$ cat src/rtl/wb_initiator_pkg.sv
// Shared definitions for the Wishbone B4 pipelined initiator and its subordinate-side users.
// Contents:
//   - default parameter constants (address/data width, select granularity, timeout)
//   - wb_state_e : transaction FSM states
//   - timeout_cnt_width() : width of a saturating counter able to hold 0..cycles
package wb_initiator_pkg;

    localparam int unsigned WbAddressWidthDefault    = 32;
    localparam int unsigned WbDataWidthDefault       = 32;
    localparam int unsigned WbDataGranularityDefault = 8;
    localparam int unsigned TimeoutCyclesDefault     = 255;

    typedef enum logic [1:0] {
        StIdle,
        StRequest,
        StWaitAck,
        StRespond
    } wb_state_e;

    // Never narrower than one bit, even for a degenerate zero timeout.
    function automatic int unsigned timeout_cnt_width(input int unsigned cycles);
        int unsigned w;
        w = $clog2(cycles + 1);
        return (w == 0) ? 1 : w;
    endfunction

endpackage

$ cat src/rtl/wb_initiator_interface_if.sv
// Bundle of the command, response and Wishbone bus signals of the initiator.
// Modports:
//   master : the initiator's view (drives o_* signals, samples i_* signals)
//   slave  : the surrounding environment's view (command source, response sink, Wishbone
//            subordinate)
// Signals:
//   i_cmd_valid/o_cmd_ready/i_cmd_we/i_cmd_addr/i_cmd_wdata/i_cmd_sel : command channel
//   o_rsp_valid/i_rsp_ready/o_rsp_rdata/o_rsp_err/o_rsp_timeout       : response channel
//   o_wb_cyc/o_wb_stb/o_wb_we/o_wb_addr/o_wb_dat/o_wb_sel             : Wishbone request
//   i_wb_dat/i_wb_stall/i_wb_ack/i_wb_err                             : Wishbone reply
interface wb_initiator_interface_if
    import wb_initiator_pkg::*;
#(
    parameter int unsigned WB_ADDRESS_WIDTH    = WbAddressWidthDefault,
    parameter int unsigned WB_DATA_WIDTH       = WbDataWidthDefault,
    parameter int unsigned WB_DATA_GRANULARITY = WbDataGranularityDefault
);
    localparam int unsigned WB_SEL_WIDTH = WB_DATA_WIDTH / WB_DATA_GRANULARITY;

    logic                        i_cmd_valid;
    logic                        o_cmd_ready;
    logic                        i_cmd_we;
    logic [WB_ADDRESS_WIDTH-1:0] i_cmd_addr;
    logic [WB_DATA_WIDTH-1:0]    i_cmd_wdata;
    logic [WB_SEL_WIDTH-1:0]     i_cmd_sel;

    logic                        o_rsp_valid;
    logic                        i_rsp_ready;
    logic [WB_DATA_WIDTH-1:0]    o_rsp_rdata;
    logic                        o_rsp_err;
    logic                        o_rsp_timeout;

    logic                        o_wb_cyc;
    logic                        o_wb_stb;
    logic                        o_wb_we;
    logic [WB_ADDRESS_WIDTH-1:0] o_wb_addr;
    logic [WB_DATA_WIDTH-1:0]    o_wb_dat;
    logic [WB_SEL_WIDTH-1:0]     o_wb_sel;
    logic [WB_DATA_WIDTH-1:0]    i_wb_dat;
    logic                        i_wb_stall;
    logic                        i_wb_ack;
    logic                        i_wb_err;

    modport master (
        input  i_cmd_valid, i_cmd_we, i_cmd_addr, i_cmd_wdata, i_cmd_sel,
        output o_cmd_ready,
        input  i_rsp_ready,
        output o_rsp_valid, o_rsp_rdata, o_rsp_err, o_rsp_timeout,
        output o_wb_cyc, o_wb_stb, o_wb_we, o_wb_addr, o_wb_dat, o_wb_sel,
        input  i_wb_dat, i_wb_stall, i_wb_ack, i_wb_err
    );

    modport slave (
        output i_cmd_valid, i_cmd_we, i_cmd_addr, i_cmd_wdata, i_cmd_sel,
        input  o_cmd_ready,
        output i_rsp_ready,
        input  o_rsp_valid, o_rsp_rdata, o_rsp_err, o_rsp_timeout,
        input  o_wb_cyc, o_wb_stb, o_wb_we, o_wb_addr, o_wb_dat, o_wb_sel,
        output i_wb_dat, i_wb_stall, i_wb_ack, i_wb_err
    );

endinterface

$ cat src/rtl/wb_initiator_interface.sv
// Single-outstanding Wishbone B4 pipelined initiator.
// A command accepted on the valid/ready handshake is issued as one Wishbone cycle; the ACK,
// ERR or a timeout ends the cycle and produces one response that is held until accepted.
// Ports:
//   i_wb_clk : clock
//   i_wb_rst : asynchronous active-high reset (abandons any transaction in flight)
//   o_busy   : high whenever a transaction is in progress (state not idle)
//   bus      : command, response and Wishbone signals (wb_initiator_interface_if.master)
module wb_initiator_interface
    import wb_initiator_pkg::*;
#(
    parameter int unsigned WB_ADDRESS_WIDTH    = WbAddressWidthDefault,
    parameter int unsigned WB_DATA_WIDTH       = WbDataWidthDefault,
    parameter int unsigned WB_DATA_GRANULARITY = WbDataGranularityDefault,
    parameter int unsigned TIMEOUT_CYCLES      = TimeoutCyclesDefault
) (
    input  logic i_wb_clk,
    input  logic i_wb_rst,
    output logic o_busy,
    wb_initiator_interface_if.master bus
);

    localparam int unsigned WB_SEL_WIDTH = WB_DATA_WIDTH / WB_DATA_GRANULARITY;
    localparam int unsigned CntW         = timeout_cnt_width(TIMEOUT_CYCLES);
    localparam logic [CntW-1:0] CntLimit = CntW'(TIMEOUT_CYCLES);

    wb_state_e                   state_q;
    logic                        cyc_q;
    logic                        stb_q;
    logic                        we_q;
    logic [WB_ADDRESS_WIDTH-1:0] addr_q;
    logic [WB_DATA_WIDTH-1:0]    wdata_q;
    logic [WB_SEL_WIDTH-1:0]     sel_q;
    logic                        rsp_valid_q;
    logic [WB_DATA_WIDTH-1:0]    rsp_rdata_q;
    logic                        rsp_err_q;
    logic                        rsp_timeout_q;
    logic [CntW-1:0]             cnt_q;
    logic [CntW-1:0]             cnt_d;

    logic issued;
    logic reply_seen;
    logic timeout_hit;

    always_comb begin
        // Saturating increment: the counter never wraps.
        cnt_d = (cnt_q == CntLimit) ? cnt_q : cnt_q + CntW'(1);

        // The subordinate only owns the request once STB is taken without stall; a reply
        // seen earlier (during a stalled request) belongs to nothing and is ignored.
        issued      = ((state_q == StRequest) && !bus.i_wb_stall) || (state_q == StWaitAck);
        reply_seen  = issued && (bus.i_wb_ack || bus.i_wb_err);
        // This is the TIMEOUT_CYCLES-th cycle with CYC high and no reply arrived.
        timeout_hit = cyc_q && (cnt_d == CntLimit);
    end

    always_ff @(posedge i_wb_clk or posedge i_wb_rst) begin
        if (i_wb_rst) begin
            state_q       <= StIdle;
            cyc_q         <= 1'b0;
            stb_q         <= 1'b0;
            we_q          <= 1'b0;
            addr_q        <= '0;
            wdata_q       <= '0;
            sel_q         <= '0;
            rsp_valid_q   <= 1'b0;
            rsp_rdata_q   <= '0;
            rsp_err_q     <= 1'b0;
            rsp_timeout_q <= 1'b0;
            cnt_q         <= '0;
        end else begin
            unique case (state_q)
                StIdle: begin
                    if (bus.i_cmd_valid) begin
                        we_q    <= bus.i_cmd_we;
                        addr_q  <= bus.i_cmd_addr;
                        wdata_q <= bus.i_cmd_wdata;
                        sel_q   <= bus.i_cmd_sel;
                        cyc_q   <= 1'b1;
                        stb_q   <= 1'b1;
                        cnt_q   <= '0;
                        state_q <= StRequest;
                    end
                end

                StRequest, StWaitAck: begin
                    cnt_q <= cnt_d;
                    if ((state_q == StRequest) && !bus.i_wb_stall) begin
                        stb_q <= 1'b0;
                    end
                    if (reply_seen) begin
                        // ERR wins over a simultaneous ACK.
                        cyc_q         <= 1'b0;
                        stb_q         <= 1'b0;
                        rsp_valid_q   <= 1'b1;
                        rsp_timeout_q <= 1'b0;
                        rsp_err_q     <= bus.i_wb_err;
                        rsp_rdata_q   <= (bus.i_wb_err || we_q) ? '0 : bus.i_wb_dat;
                        state_q       <= StRespond;
                    end else if (timeout_hit) begin
                        cyc_q         <= 1'b0;
                        stb_q         <= 1'b0;
                        rsp_valid_q   <= 1'b1;
                        rsp_timeout_q <= 1'b1;
                        rsp_err_q     <= 1'b0;
                        rsp_rdata_q   <= '0;
                        state_q       <= StRespond;
                    end else if (issued) begin
                        state_q <= StWaitAck;
                    end
                end

                StRespond: begin
                    if (bus.i_rsp_ready) begin
                        rsp_valid_q <= 1'b0;
                        state_q     <= StIdle;
                    end
                end

                default: state_q <= StIdle;
            endcase
        end
    end

    assign o_busy            = (state_q != StIdle);
    assign bus.o_cmd_ready   = (state_q == StIdle);
    assign bus.o_wb_cyc      = cyc_q;
    assign bus.o_wb_stb      = stb_q;
    assign bus.o_wb_we       = we_q;
    assign bus.o_wb_addr     = addr_q;
    assign bus.o_wb_dat      = wdata_q;
    assign bus.o_wb_sel      = sel_q;
    assign bus.o_rsp_valid   = rsp_valid_q;
    assign bus.o_rsp_rdata   = rsp_rdata_q;
    assign bus.o_rsp_err     = rsp_err_q;
    assign bus.o_rsp_timeout = rsp_timeout_q;

endmodule
$ cat src/flat_wrapper.sv
// flat-port wrapper written by rule: the top's interface ports become plain ports
module wb_initiator_interface_flat import wb_initiator_pkg::*;
#(
    parameter int unsigned WB_ADDRESS_WIDTH    = WbAddressWidthDefault,
    parameter int unsigned WB_DATA_WIDTH       = WbDataWidthDefault,
    parameter int unsigned WB_DATA_GRANULARITY = WbDataGranularityDefault,
    parameter int unsigned TIMEOUT_CYCLES      = TimeoutCyclesDefault
)
  (i_wb_clk, i_wb_rst, o_busy, bus_i_cmd_valid, bus_i_cmd_we, bus_i_cmd_addr, bus_i_cmd_wdata, bus_i_cmd_sel, bus_o_cmd_ready, bus_i_rsp_ready, bus_o_rsp_valid, bus_o_rsp_rdata, bus_o_rsp_err, bus_o_rsp_timeout, bus_o_wb_cyc, bus_o_wb_stb, bus_o_wb_we, bus_o_wb_addr, bus_o_wb_dat, bus_o_wb_sel, bus_i_wb_dat, bus_i_wb_stall, bus_i_wb_ack, bus_i_wb_err);
  wb_initiator_interface_if #(.WB_ADDRESS_WIDTH(WB_ADDRESS_WIDTH), .WB_DATA_WIDTH(WB_DATA_WIDTH), .WB_DATA_GRANULARITY(WB_DATA_GRANULARITY)) bus_i ();
  input  logic i_wb_clk;
  input  logic i_wb_rst;
  output logic o_busy;
  input wire logic [$bits(bus_i.i_cmd_valid)-1:0] bus_i_cmd_valid;
  input wire logic [$bits(bus_i.i_cmd_we)-1:0] bus_i_cmd_we;
  input wire logic [$bits(bus_i.i_cmd_addr)-1:0] bus_i_cmd_addr;
  input wire logic [$bits(bus_i.i_cmd_wdata)-1:0] bus_i_cmd_wdata;
  input wire logic [$bits(bus_i.i_cmd_sel)-1:0] bus_i_cmd_sel;
  output wire logic [$bits(bus_i.o_cmd_ready)-1:0] bus_o_cmd_ready;
  input wire logic [$bits(bus_i.i_rsp_ready)-1:0] bus_i_rsp_ready;
  output wire logic [$bits(bus_i.o_rsp_valid)-1:0] bus_o_rsp_valid;
  output wire logic [$bits(bus_i.o_rsp_rdata)-1:0] bus_o_rsp_rdata;
  output wire logic [$bits(bus_i.o_rsp_err)-1:0] bus_o_rsp_err;
  output wire logic [$bits(bus_i.o_rsp_timeout)-1:0] bus_o_rsp_timeout;
  output wire logic [$bits(bus_i.o_wb_cyc)-1:0] bus_o_wb_cyc;
  output wire logic [$bits(bus_i.o_wb_stb)-1:0] bus_o_wb_stb;
  output wire logic [$bits(bus_i.o_wb_we)-1:0] bus_o_wb_we;
  output wire logic [$bits(bus_i.o_wb_addr)-1:0] bus_o_wb_addr;
  output wire logic [$bits(bus_i.o_wb_dat)-1:0] bus_o_wb_dat;
  output wire logic [$bits(bus_i.o_wb_sel)-1:0] bus_o_wb_sel;
  input wire logic [$bits(bus_i.i_wb_dat)-1:0] bus_i_wb_dat;
  input wire logic [$bits(bus_i.i_wb_stall)-1:0] bus_i_wb_stall;
  input wire logic [$bits(bus_i.i_wb_ack)-1:0] bus_i_wb_ack;
  input wire logic [$bits(bus_i.i_wb_err)-1:0] bus_i_wb_err;
  assign bus_i.i_cmd_valid = bus_i_cmd_valid;
  assign bus_i.i_cmd_we = bus_i_cmd_we;
  assign bus_i.i_cmd_addr = bus_i_cmd_addr;
  assign bus_i.i_cmd_wdata = bus_i_cmd_wdata;
  assign bus_i.i_cmd_sel = bus_i_cmd_sel;
  assign bus_o_cmd_ready = bus_i.o_cmd_ready;
  assign bus_i.i_rsp_ready = bus_i_rsp_ready;
  assign bus_o_rsp_valid = bus_i.o_rsp_valid;
  assign bus_o_rsp_rdata = bus_i.o_rsp_rdata;
  assign bus_o_rsp_err = bus_i.o_rsp_err;
  assign bus_o_rsp_timeout = bus_i.o_rsp_timeout;
  assign bus_o_wb_cyc = bus_i.o_wb_cyc;
  assign bus_o_wb_stb = bus_i.o_wb_stb;
  assign bus_o_wb_we = bus_i.o_wb_we;
  assign bus_o_wb_addr = bus_i.o_wb_addr;
  assign bus_o_wb_dat = bus_i.o_wb_dat;
  assign bus_o_wb_sel = bus_i.o_wb_sel;
  assign bus_i.i_wb_dat = bus_i_wb_dat;
  assign bus_i.i_wb_stall = bus_i_wb_stall;
  assign bus_i.i_wb_ack = bus_i_wb_ack;
  assign bus_i.i_wb_err = bus_i_wb_err;
  wb_initiator_interface #(.WB_ADDRESS_WIDTH(WB_ADDRESS_WIDTH), .WB_DATA_WIDTH(WB_DATA_WIDTH), .WB_DATA_GRANULARITY(WB_DATA_GRANULARITY), .TIMEOUT_CYCLES(TIMEOUT_CYCLES)) u_core (.i_wb_clk(i_wb_clk), .i_wb_rst(i_wb_rst), .o_busy(o_busy), .bus(bus_i));
endmodule
$ cat config.mk
export PLATFORM = sky130hd
export DESIGN_NAME = wb_initiator_interface_flat
export DESIGN_NICKNAME = d
export VERILOG_FILES = /design/src/rtl/wb_initiator_pkg.sv /design/src/rtl/wb_initiator_interface_if.sv /design/src/rtl/wb_initiator_interface.sv /design/src/flat_wrapper.sv
export SDC_FILE = /design/constraint.sdc
export NUM_CORES = 1
export LEC_CHECK = 0
export CAP_MARGIN = 20
export CORE_MARGIN = 8
export CORE_UTILIZATION = 60
export DETAILED_ROUTE_END_ITERATION = 8
export DONT_BUFFER_PORTS = 1
export PLACE_DENSITY = 0.76
export SLEW_MARGIN = 10
export SYNTH_ARGS = -nofsm -noshare
export SYNTH_HDL_FRONTEND = slang
export SYNTH_SLANG_ARGS = --single-unit
$ cat constraint.sdc
create_clock -name i_wb_clk -period 6.08 [get_ports i_wb_clk]
set_clock_uncertainty 0.1 [all_clocks]
set_input_delay 0.912 -clock i_wb_clk [delete_from_list [all_inputs] [get_ports i_wb_clk]]
set_output_delay 0.912 -clock i_wb_clk [all_outputs]
set_load 0.005 [all_outputs]
# Word level (Yosys, flattened, before mapping)
# Cells that the tools add are included.
dict set report totals {
  output_inout_bits 108
  reg_bits 116
  in_bits 108
  wordCells 69
}
dict set report op_classes {
  add_sub_neg 1
  mux 26
  eq_ne 10
  reduce_logical 20
}
# op count
set ops {}
lappend ops {{2-to-1 mux 32 bit} 3}
lappend ops {{== test 8 bit (second input constant)} 2}
lappend ops {{2-to-1 mux 8 bit} 2}
lappend ops {{case mux 8 bit (2 select lines)} 1}
lappend ops {{AND reduction 3 bit} 4}
lappend ops {{2-to-1 mux 1 bit} 11}
lappend ops {{2-to-1 mux 2 bit} 5}
lappend ops {{adder 8 x 1 -> 8 bit (second input constant)} 1}
lappend ops {{!= test 4 x 1 -> 1 bit (second input constant)} 2}
lappend ops {{nonzero test 2 bit} 4}
lappend ops {{case mux 1 bit (2 select lines)} 3}
lappend ops {{case mux 2 bit (3 select lines)} 1}
lappend ops {{AND reduction 2 bit} 3}
lappend ops {{== test 2 bit (second input constant)} 2}
lappend ops {{!= test 2 bit (second input constant)} 2}
lappend ops {{logical AND 1 bit} 3}
lappend ops {{logical OR 1 bit} 3}
lappend ops {{!= test 3 x 1 -> 1 bit (second input constant)} 1}
lappend ops {{== test 2 x 1 -> 1 bit (second input constant)} 1}
lappend ops {{zero test 2 bit} 1}
lappend ops {{OR reduction 2 bit} 1}
lappend ops {{zero test 1 bit} 1}

# Longest topological paths before layout
# Gate-level depths: netlist of run 1.
dict set report logic_depth {
  ltp_word 7
  mapped_depth 8
  ltp_nobuf 7
}

# Worst setup path after synthesis of run 1
# Ideal clock, no wire load.
dict set report synth_path {
  path_kind {input -> register}
  from {input bus_i_cmd_valid}
  to {register u_core.addr_q[0], in the netlist u_core.bus.o_wb_addr[0]}
  t_required_ns 5.855
  setup_time_ns 0.125
  path_slack_ns 3.873
  arrival_time_ns 1.982
  cell_stages 4
  path_buffers 2
  path_cell_list {nand2_1 > buf_1 > buf_2 > mux2_2}
}
dict set report synth_between {
  elab_chain_len 1
}
# item line
set synth_rtl {}
lappend synth_rtl {{start: declaration} flat_wrapper.sv:14} ;# input wire logic [$bits(bus_i.i_cmd_valid)-1:0] bus_i_cmd_valid;
lappend synth_rtl {{AND reduction 2 bit (no source line)} -}
lappend synth_rtl {{end signal: assignment} wb_initiator_interface.sv:76} ;# addr_q <= bus.i_cmd_addr;
lappend synth_rtl {{end: declaration} wb_initiator_interface.sv:31} ;# logic [WB_ADDRESS_WIDTH-1:0] addr_q;
# Every way passes these cells.
# A chain may end at the register's enable or synchronous reset.

# Worst setup path in the final report of run 1
dict set report layout_path {
  from {register u_core.cnt_q[0]}
  to {register u_core.rsp_rdata_q[30], in the netlist u_core.bus.o_rsp_rdata[30]}
}
dict set report layout_between {
  elab_chain_len 6
  elab_cells_between_ends 7
  classes_between {add/sub: 1; eq/ne: 2; mux: 1; reduce/logical: 3}
}
# item line
set layout_rtl {}
lappend layout_rtl {{start: declaration} wb_initiator_interface.sv:38} ;# logic [CntW-1:0] cnt_q;
lappend layout_rtl {{start signal: assignment} wb_initiator_interface.sv:87} ;# cnt_q <= cnt_d;
lappend layout_rtl {{adder 8 x 1 -> 8 bit or == test 8 bit (tied branches)} wb_initiator_interface.sv:47} ;# cnt_d = (cnt_q == CntLimit) ? cnt_q : cnt_q + CntW'(1);
lappend layout_rtl {{2-to-1 mux 8 bit (*)} wb_initiator_interface.sv:47}
lappend layout_rtl {{== test 8 bit (*)} wb_initiator_interface.sv:54} ;# timeout_hit = cyc_q && (cnt_d == CntLimit);
lappend layout_rtl {{logical AND 1 bit (*)} wb_initiator_interface.sv:54}
lappend layout_rtl {{nonzero test 2 bit (no source line) (*)} -}
lappend layout_rtl {{AND reduction 2 bit (no source line) (*)} -}
lappend layout_rtl {{end signal: assignment} wb_initiator_interface.sv:98} ;# rsp_rdata_q <= (bus.i_wb_err || we_q) ? '0 : bus.i_wb_dat;
lappend layout_rtl {{end: declaration} wb_initiator_interface.sv:35} ;# logic [WB_DATA_WIDTH-1:0] rsp_rdata_q;
# Every way passes the cells marked *; elsewhere a longest branch is shown, timed or not.

==> flow_metrics.tcl, run 1 <==
set metrics [dict create \
    outcome "finished, final reports clean" \
    synth-edff-count 0 \
    drt_wl_total_um 13100 \
    crit_fanout 33 \
    dp.cells 498 \
    overflow 0 \
    fin_crit_sh_pct 46.2 \
    p_per_area_nw_per_um2 603 \
    power.leakage_nw 2.53 \
    grt_usage_pct 21.1 \
    synthCells 415 \
    rows 34 \
    worstHoldPathType "in -> async" \
    synthFlopType "dfrtp_1" \
    r2r_end "u_core.bus.o_rsp_rdata[30]" \
    post_drt_wl_per_cell_um 24.8 \
    clk_latency_ns 0.50 \
    arrival_ns 3.10 \
    clock_path_buffers 2 \
    rsz0062_at_grt "no" \
    die_area_um2 12200 \
    synth_warnings 0 \
    drv_cap 0 \
    reg2regPathDepth 6 \
    finalMaxSlewViolations 0 \
    tightest_slew_ns 1.14 \
    layout-drive-gt1-share_pct 35.9 \
    period_needed_ns 2.81 \
    numClockSinks 116 \
    die_w_um 110 \
    fmax_mhz 356 \
    ios 216 \
    hold_viol_final 0 \
    ctsHoldBuffers 0 \
    max_slew_margin_pct 24.0 \
    syn_avg_cell_area_um2 12.9 \
    cts_tree "done" \
    cts_buffers 17 \
    place_congestion 0.911 \
    htreeDepth 4 \
    die_h_um 110 \
    crit_family "compound AO/OA/AOI/OAI gates" \
    areaGrowthSynthToFinish_pct 9.94 \
    vias 3404 \
    fp.coreArea_um2 8680 \
    synth-seq-cells 116 \
    fin_nets 523 \
    grt_start_max_net_pins 70 \
    antenna_found_initial 0 \
    fill_cells 625 \
    ys_seq_area_share_pct 54.4 \
    cts_root_buf "clkbuf_8" \
    cts_resized 0 \
    setup_viol 0 \
    initial_utilization_pct 61.5 \
    vdd_drop_max_v 0.000262 \
    r2r_setup_slack_ns 3.27 \
    post-cts-setup-buffers 0 \
    synth_cell_type_count 56 \
    setup_tns_ns 0 \
    syn_area_um2 5340 \
    diodes 0 \
    grt_pass1_vias 3495 \
    drt-initial-drc-count 241 \
    ant_nets 0 \
    reg2reg_from "u_core.cnt_q[0]" \
    grt_pass1_wl_um 19500 \
    numPortBuffers 0 \
    cp_num_buf_inv 0 \
    crit_type "reg -> reg" \
    slowest_delay_ns 1.00 \
    drt_pre_antenna_iters 4 \
    clk_pin_slew_ns 0.06 \
    drc 0 \
    fin_cells 529 \
    critPathSlowestCell "o21ba_2" \
    cp-start-kind "flop" \
    async_flop_share_pct 100 \
    worstPathCellList "ha_1 > a31o_1 > o211ai_1 > o21ba_2 > a21oi_1 > a221o_1" \
    syn_nets 529 \
    required_ns 6.37 \
    end_kind "flop" \
    viasPerCell 6.43 \
    place_hpwl_um 9450 \
]
## how the worst max path moves through the flow
stage / startpoint / endpoint / slack [ns] / cells after the start
2_1_floorplan: i_wb_rst / u_core.bus.o_rsp_err / 2.00 / 1
3_3_place_gp: u_core.cnt_q[0] / u_core.bus.o_rsp_rdata[31] / 3.37 / 6
3_5_place_dp: u_core.cnt_q[0] / u_core.bus.o_rsp_rdata[30] / 3.31 / 6
4_1_cts: u_core.cnt_q[0] / u_core.bus.o_rsp_rdata[30] / 3.28 / 6
6_report: u_core.cnt_q[0] / u_core.bus.o_rsp_rdata[30] / 3.27 / 6
5_1_grt: u_core.cnt_q[0] / u_core.bus.o_rsp_rdata[30] / 3.10 / 6
## final cells by class
cell class / count / area, um^2 / share of cell area (%)
clock inverter: 13 / 159 / 2.71
inverter: 11 / 43.8 / 0.746
sequential: 116 / 2900 / 49.5
clock buffer: 18 / 428 / 7.29
multi-input combinational: 259 / 2170 / 37.0
tap: 108 / 135 / 2.30
timing repair buffer: 4 / 30.0 / 0.512
## kinds of logic after synthesis
family	count (synthesis)	synth area share, %
flip-flops	116	54.4
AO/OA/AOI/OAI	113	17.9
buffers and inverters	40	5.18
adder cells (fa/ha/maj)	6	1.41
AND/OR/NAND/NOR	71	6.61
multiplexers	69	14.6
## where the power goes
group | internal (mW) | total (mW) | leakage (nW) | switching [mW]
Sequential | 1.15 | 1.53 | 1.36 | 0.375
Clock | 0.631 | 0.983 | 0.283 | 0.352
Combinational | 0.535 | 1.03 | 0.891 | 0.497
Total | 2.32 | 3.54 | 2.53 | 1.22
## layer usage
layer	track usage, %	vias up	share of wire [%]
li1	-	1525	-
met1	23.0	1686	35
met2	34.6	169	50
met3	9.53	24	12
met4	9.51	0	2.3
met5	0	-	0
## synthesized netlist by cell type, types with 2 or more instances
library cell	number	share of area (%)
dfrtp_1	116	54
mux2_2	69	15
nand2_1	42	3.0
a221o_1	32	6.0
a21oi_2	30	4.9
a21oi_1	14	1.3
clkbuf_1	11	0.77
inv_1	10	0.70
nor2_1	9	0.63
o21ai_0	7	0.66
buf_1	6	0.42
buf_12	6	2.3
ha_1	6	1.4
a31oi_1	3	0.35
buf_6	3	0.63
nand3_1	3	0.28
o211ai_1	3	0.42
o31ai_1	3	0.42
buf_2	2	0.19
nand4_1	2	0.23
o2111ai_1	2	0.33
o211a_1	2	0.38
## worst reg2reg max path, cell delays in order, from the launching register on
cell and delay [ns]:
dfrtp_1 0.48, ha_1 0.34, a31o_1 0.19, o211ai_1 0.10, o21ba_2 1.00, a21oi_1 0.18
a221o_1 0.30
## metrics by stage
stage	utilization, %	total power, mW	setup slack (ns)	hold WS (ns)	cell area, um^2
after global routing	67.6	3.77	3.10	0.324	5870
after floorplan	-	2.30	2.00	0.404	5340
after detailed placement	60.9	2.59	3.31	0.429	5280
after CTS	67.6	3.58	3.28	0.287	5870
after global placement	60.9	2.52	3.37	0.427	5280
final	67.6	3.54	3.27	0.267	5870
## registers in the layout, indices dropped and copies added, names as in the netlist
name / count
u_core.bus.o_rsp_rdata: 32
u_core.bus.o_wb_addr: 32
u_core.bus.o_wb_dat: 32
u_core.cnt_q: 8
u_core.bus.o_wb_sel: 4
u_core.state_q: 2
u_core.bus.o_rsp_err: 1
u_core.bus.o_rsp_timeout: 1
u_core.bus.o_rsp_valid: 1
u_core.bus.o_wb_cyc: 1
u_core.bus.o_wb_stb: 1
u_core.bus.o_wb_we: 1
## cell usage in the layout, fill, tap and decap left out, types with 6 or more instances in the layout
master,synthesis,final
nand2_1,42,41
dfrtp_1,116,116
mux2_2,69,69
a221o_1,32,32
a21oi_1,14,14
inv_1,10,9
clkbuf_16,0,16
ha_1,6,6
a21oi_2,30,30
nor2_1,9,9
o21ai_0,7,7
Note: power is estimated with default switching activity, not from simulation.
==> run 2: changes to the inputs <==
- CORE_UTILIZATION: 60 -> 57
- PLACE_DENSITY: 0.76 -> 0.75
- clock period: 6.08 -> 2.53 ns (I/O delays scaled with it)
==> run 2 against run 1 <==
Combinational power increased to 2.7 times the previous value. Sequential share of layout area shrank 8.2 points. Flip-flop and latch count unchanged. Worst hold slack worse by 0.23 ns. Largest cell class unchanged. Highest routed layer unchanged.
==> flow_metrics.tcl, run 2 (synthesized netlist as in run 1, its figures left out) <==
set metrics [dict create \
    drt-initial-drc-count 251 \
    cts_root_buf "clkbuf_8" \
    required_ns 2.81 \
    period_needed_ns 2.38 \
    pwr-share-clk_pct 25.4 \
    fin_cells 649 \
    crit_type "reg -> reg" \
    ios 216 \
    clk_latency_ns 0.50 \
    switching_power_mw 3.22 \
    viasPerCell 6.04 \
    p_per_area_nw_per_um2 1250 \
    fin_crit_sh_pct 93.9 \
    final_common_cell "dfrtp_1" \
    htreeDepth 4 \
    die_h_um 113 \
    antenna_found_initial 1 \
    drt_pre_antenna_iters 4 \
    grt_usage_pct 25.4 \
    mostFrequentLayoutCells "dfrtp_1, dlygate4sd3_1, mux2_2, nand2_1, a221o_1" \
    power_frac_seq_pct 42.4 \
    power_frac_comb_pct 32.2 \
    cts_buffers 17 \
    cts_resized 0 \
    tightest_slew_ns 0.640 \
    die_area_um2 12700 \
    cts_tree "done" \
    areaGrowthSynthToFinish_pct 31.7 \
    dp.cells 512 \
    rsz0062_at_grt "no" \
    hold_viol_final 0 \
    power.total_mw 8.79 \
    initial_utilization_pct 58.3 \
    postLayoutCellArea_um2 7030 \
    power.leakage_nw 3.03 \
    setup_viol 0 \
    clock_path_buffers 2 \
    die_w_um 113 \
    end_kind "flop" \
    grt_pass1_wl_um 25200 \
    place_hpwl_um 10000 \
    drv_cap 0 \
    final_util_pct 76.8 \
    crit_fanout 16 \
    place_congestion 0.901 \
    overflow 0 \
    post_drt_wl_per_cell_um 24.7 \
    drt_wl_total_um 16000 \
    ctsHoldBuffers 104 \
    grt_pass1_vias 4290 \
    cp-start-kind "flop" \
    rows 35 \
    grt_start_max_net_pins 67 \
    post_dp_cell_area_um2 5430 \
    setup_tns_ns 0 \
    layout-drive-gt1-share_pct 30.4 \
    drc 0 \
    fin_nets 638 \
    clk_pin_slew_ns 0.06 \
    max_slew_margin_pct 57.2 \
    vias 3923 \
    numPortBuffers 0 \
    numClockSinks 116 \
    worstHoldPathType "in -> reg" \
    finalMaxSlewViolations 0 \
    fill_cells 535 \
    vdd_drop_max_v 0.000726 \
    outcome "finished, final reports clean" \
    swShare_pct 36.7 \
    arrival_ns 2.66 \
    ant_nets 0 \
    fp.coreArea_um2 9150 \
    fmax_mhz 421 \
    post-cts-setup-buffers 0 \
    p_int_mw 5.57 \
]
-- run 2: worst max-delay path, stage by stage, from the launching register on --
cell and delay (ns):
dfrtp_1 0.46, ha_1 0.32, and4_4 0.22, a211oi_2 0.26, o211a_4 0.32, buf_12 0.20
a21oi_2 0.08, a221o_1 0.28
-- run 2: final timing paths --
check                                  startpoint                          to  slack, ns  cells past startpoint
max reg2reg                       u_core.cnt_q[0]  u_core.bus.o_rsp_rdata[22]       0.15                      7
min in group asynchronous                i_wb_rst    u_core.bus.o_wb_addr[22]       0.35                      2
min                                  bus_i_wb_err    u_core.bus.o_rsp_timeout       0.04                      3
max                               u_core.cnt_q[0]  u_core.bus.o_rsp_rdata[22]       0.15                      7
min reg2reg                u_core.bus.o_wb_sel[0]      u_core.bus.o_wb_sel[0]       0.44                      1
max in group asynchronous                i_wb_rst   u_core.bus.o_rsp_rdata[8]       1.34                      3
-- run 2: final cells by class --
type	instances	area (um^2)	area share [%]
sequential	116	2900	41.3
multi-input combinational	259	2170	30.9
timing repair buffer	119	1220	17.3
clock buffer	18	428	6.09
tap	111	139	1.98
clock inverter	14	125	1.78
inverter	11	45.0	0.641
antenna	1	2.50	0.0356
-- run 2: per-stage QoR --
stage	setup WS, ns	hold slack, ns
3_3_place_gp	0.250	0.272
5_1_grt	0.0287	0.0650
6_report	0.154	0.0419
4_1_cts	0.182	0.0179
2_1_floorplan	0.457	0.404
3_5_place_dp	0.193	0.269
-- run 2: routing by layer --
layer,track usage [%],share of wire (%),vias to the layer above
met5,0,0,-
met2,44.5,52,193
met1,27.3,37,1947
met4,8.18,1.5,0
met3,10.4,9.7,20
li1,-,-,1763
-- run 2: power groups by stage --
| stage | combinational (mW) | clock [mW] | sequential (mW) |
|---|---|---|---|
| floorplan | 2.17 | 0 | 3.35 |
| global placement | 2.47 | 0 | 3.68 |
| detailed placement | 2.61 | 0 | 3.71 |
| CTS | 2.75 | 2.25 | 3.70 |
| global route | 3.11 | 2.35 | 3.84 |
| finish | 2.83 | 2.23 | 3.73 |
==> run 3: changes to the inputs <==
- CORE_UTILIZATION: 57 -> 60
- PLACE_DENSITY: 0.75 -> 0.76
- clock period: 2.53 -> 2.4 ns (I/O delays scaled with it)
==> run 3 against run 2 <==
Via count up 1.3%. Combinational power is 8.8% higher. Non-clock buffer count grew 7. Register-to-register slack about the same. Utilization increased by 4.7 points.
==> flow_metrics.tcl, run 3 (synthesized netlist as in run 1, its figures left out) <==
set metrics [dict create \
    vias 3973 \
    ios 216 \
    swShare_pct 36.1 \
    grt_pass1_wl_um 23900 \
    die_h_um 110 \
    cp-start-kind "flop" \
    cts_buffers 17 \
    fin_nets 645 \
    drt-initial-drc-count 272 \
    arrival_ns 2.53 \
    crit_cells 7 \
    grt_pass1_vias 4230 \
    clk_pin_slew_ns 0.05 \
    switching_power_mw 3.39 \
    place_congestion 0.853 \
    viasPerCell 6.07 \
    cp_num_buf_inv 1 \
    period_needed_ns 2.25 \
    rows 34 \
    drt_wl_total_um 16100 \
    cts_tree "done" \
    post_dp_cell_area_um2 5430 \
    setup_viol 0 \
    whs_ns 0.0326 \
    numClockSinks 116 \
    power_frac_seq_pct 42.0 \
    die_area_um2 12200 \
    numPortBuffers 0 \
    drc 0 \
    clock_path_buffers 2 \
    place_hpwl_um 9590 \
    outcome "finished, final reports clean" \
    cts_root_buf "clkbuf_8" \
    grt_start_max_net_pins 81 \
    fin_cells 654 \
    die_w_um 110 \
    worstHoldPathType "in -> reg" \
    slowest_delay_ns 0.42 \
    max_slew_margin_pct 68.7 \
    mostFrequentLayoutCells "dfrtp_1, dlygate4sd3_1, mux2_2, nand2_1, a221o_1" \
    cts_resized 0 \
    ant_nets 0 \
    dp.cells 511 \
    layout-drive-gt1-share_pct 30.9 \
    htreeDepth 4 \
    drt_pre_antenna_iters 7 \
    postLayoutCellArea_um2 7070 \
    grt_usage_pct 26.0 \
    critPathSlowestCell "dfrtp_1" \
    worstPathCellList "ha_1 > and4_4 > a211oi_2 > o211a_4 > buf_12 > a21oi_1 > a221o_1" \
    drv_cap 0 \
    initial_utilization_pct 61.5 \
    post_drt_wl_per_cell_um 24.6 \
    crit_fanout 33 \
    fin_crit_sh_pct 93.8 \
    p_int_mw 5.98 \
    overflow 0 \
    finalMaxSlewViolations 0 \
    power.total_mw 9.37 \
    p_per_area_nw_per_um2 1330 \
    hold_viol_final 0 \
    power.leakage_nw 3.05 \
    vdd_drop_max_v 0.000903 \
    clk_latency_ns 0.50 \
    pwr-share-clk_pct 25.1 \
    final_common_cell "dfrtp_1" \
    fmax_mhz 444 \
    tightest_slew_ns 0.469 \
    areaGrowthSynthToFinish_pct 32.4 \
    setup_tns_ns 0 \
    power_frac_comb_pct 32.8 \
    crit_family "compound AO/OA/AOI/OAI gates" \
    end_kind "flop" \
    antenna_found_initial 2 \
    fp.coreArea_um2 8680 \
    whs_path_depth 3 \
    required_ns 2.68 \
    rsz0062_at_grt "no" \
    reg2regPathDepth 7 \
    crit_type "reg -> reg" \
]
-- run 3: changes by cell type in the layout (fill, tap and decap cells not counted) --
cell	delta
buf_4	+8
buf_12	-1
clkinvlp_4	+2
clkbuf_8	-1
bufinv_16	+1
inv_6	-4
diode_2	+2
clkbuf_1	+1
-- run 3: worst paths after layout --
check,startpoint,endpoint,slack [ns]
worst max-delay path,u_core.cnt_q[1],u_core.bus.o_rsp_rdata[31],0.15
worst min-delay path,bus_i_wb_err,u_core.bus.o_rsp_timeout,0.03
worst max register to register,u_core.cnt_q[1],u_core.bus.o_rsp_rdata[31],0.15
worst min register to register,u_core.bus.o_wb_dat[30],u_core.bus.o_wb_dat[30],0.45
max in group asynchronous,i_wb_rst,u_core.bus.o_wb_dat[17],1.44
min in group asynchronous,i_wb_rst,u_core.bus.o_wb_dat[13],0.38
-- run 3: power groups by stage --
stage | logic [mW] | registers, mW | clock network [mW]
after floorplan | 2.29 | 3.53 | 0
after global placement | 2.65 | 3.86 | 0
after detailed placement | 2.80 | 3.90 | 0
after CTS | 2.94 | 3.88 | 2.37
after global routing | 3.35 | 4.06 | 2.48
final | 3.08 | 3.94 | 2.36
-- run 3: final cells by class --
type / count / area, um^2
tap: 108 / 135
clock inverter: 13 / 135
fill: 456 / 1610
clock buffer: 18 / 418
multi-input combinational: 259 / 2170
sequential: 116 / 2900
inverter: 11 / 45.0
timing repair buffer: 126 / 1260
antenna: 3 / 7.51
-- run 3: timing repair --
item	CTS	global route
endpoints found under the hold margin	219	0
setup endpoints to repair	0	15
hold buffers	104	0
setup buffers	0	5
-- run 3: tightest hold or removal path, stage by stage --
cell	delay (ns)
nor2_1	0.02
nor2_1	0.12
a2bb2oi_1	0.08
-- run 3: stage by stage --
step / utilization (%) / setup WS, ns
after floorplan: - / 0.327
after global placement: 62.6 / 0.138
after detailed placement: 62.6 / 0.0742
after CTS: 80.9 / 0.0510
after global routing: 81.4 / 0.0163
final: 81.5 / 0.149
-- run 3: layer usage --
metal / global-route usage, % / vias to the layer above / wire length [um]
met3: 9.59 / 29 / 1780
met1: 30.0 / 1949 / 5930
met5: 0 / - / 0
met2: 44.0 / 219 / 8080
li1: - / 1776 / -
met4: 7.99 / 0 / 322
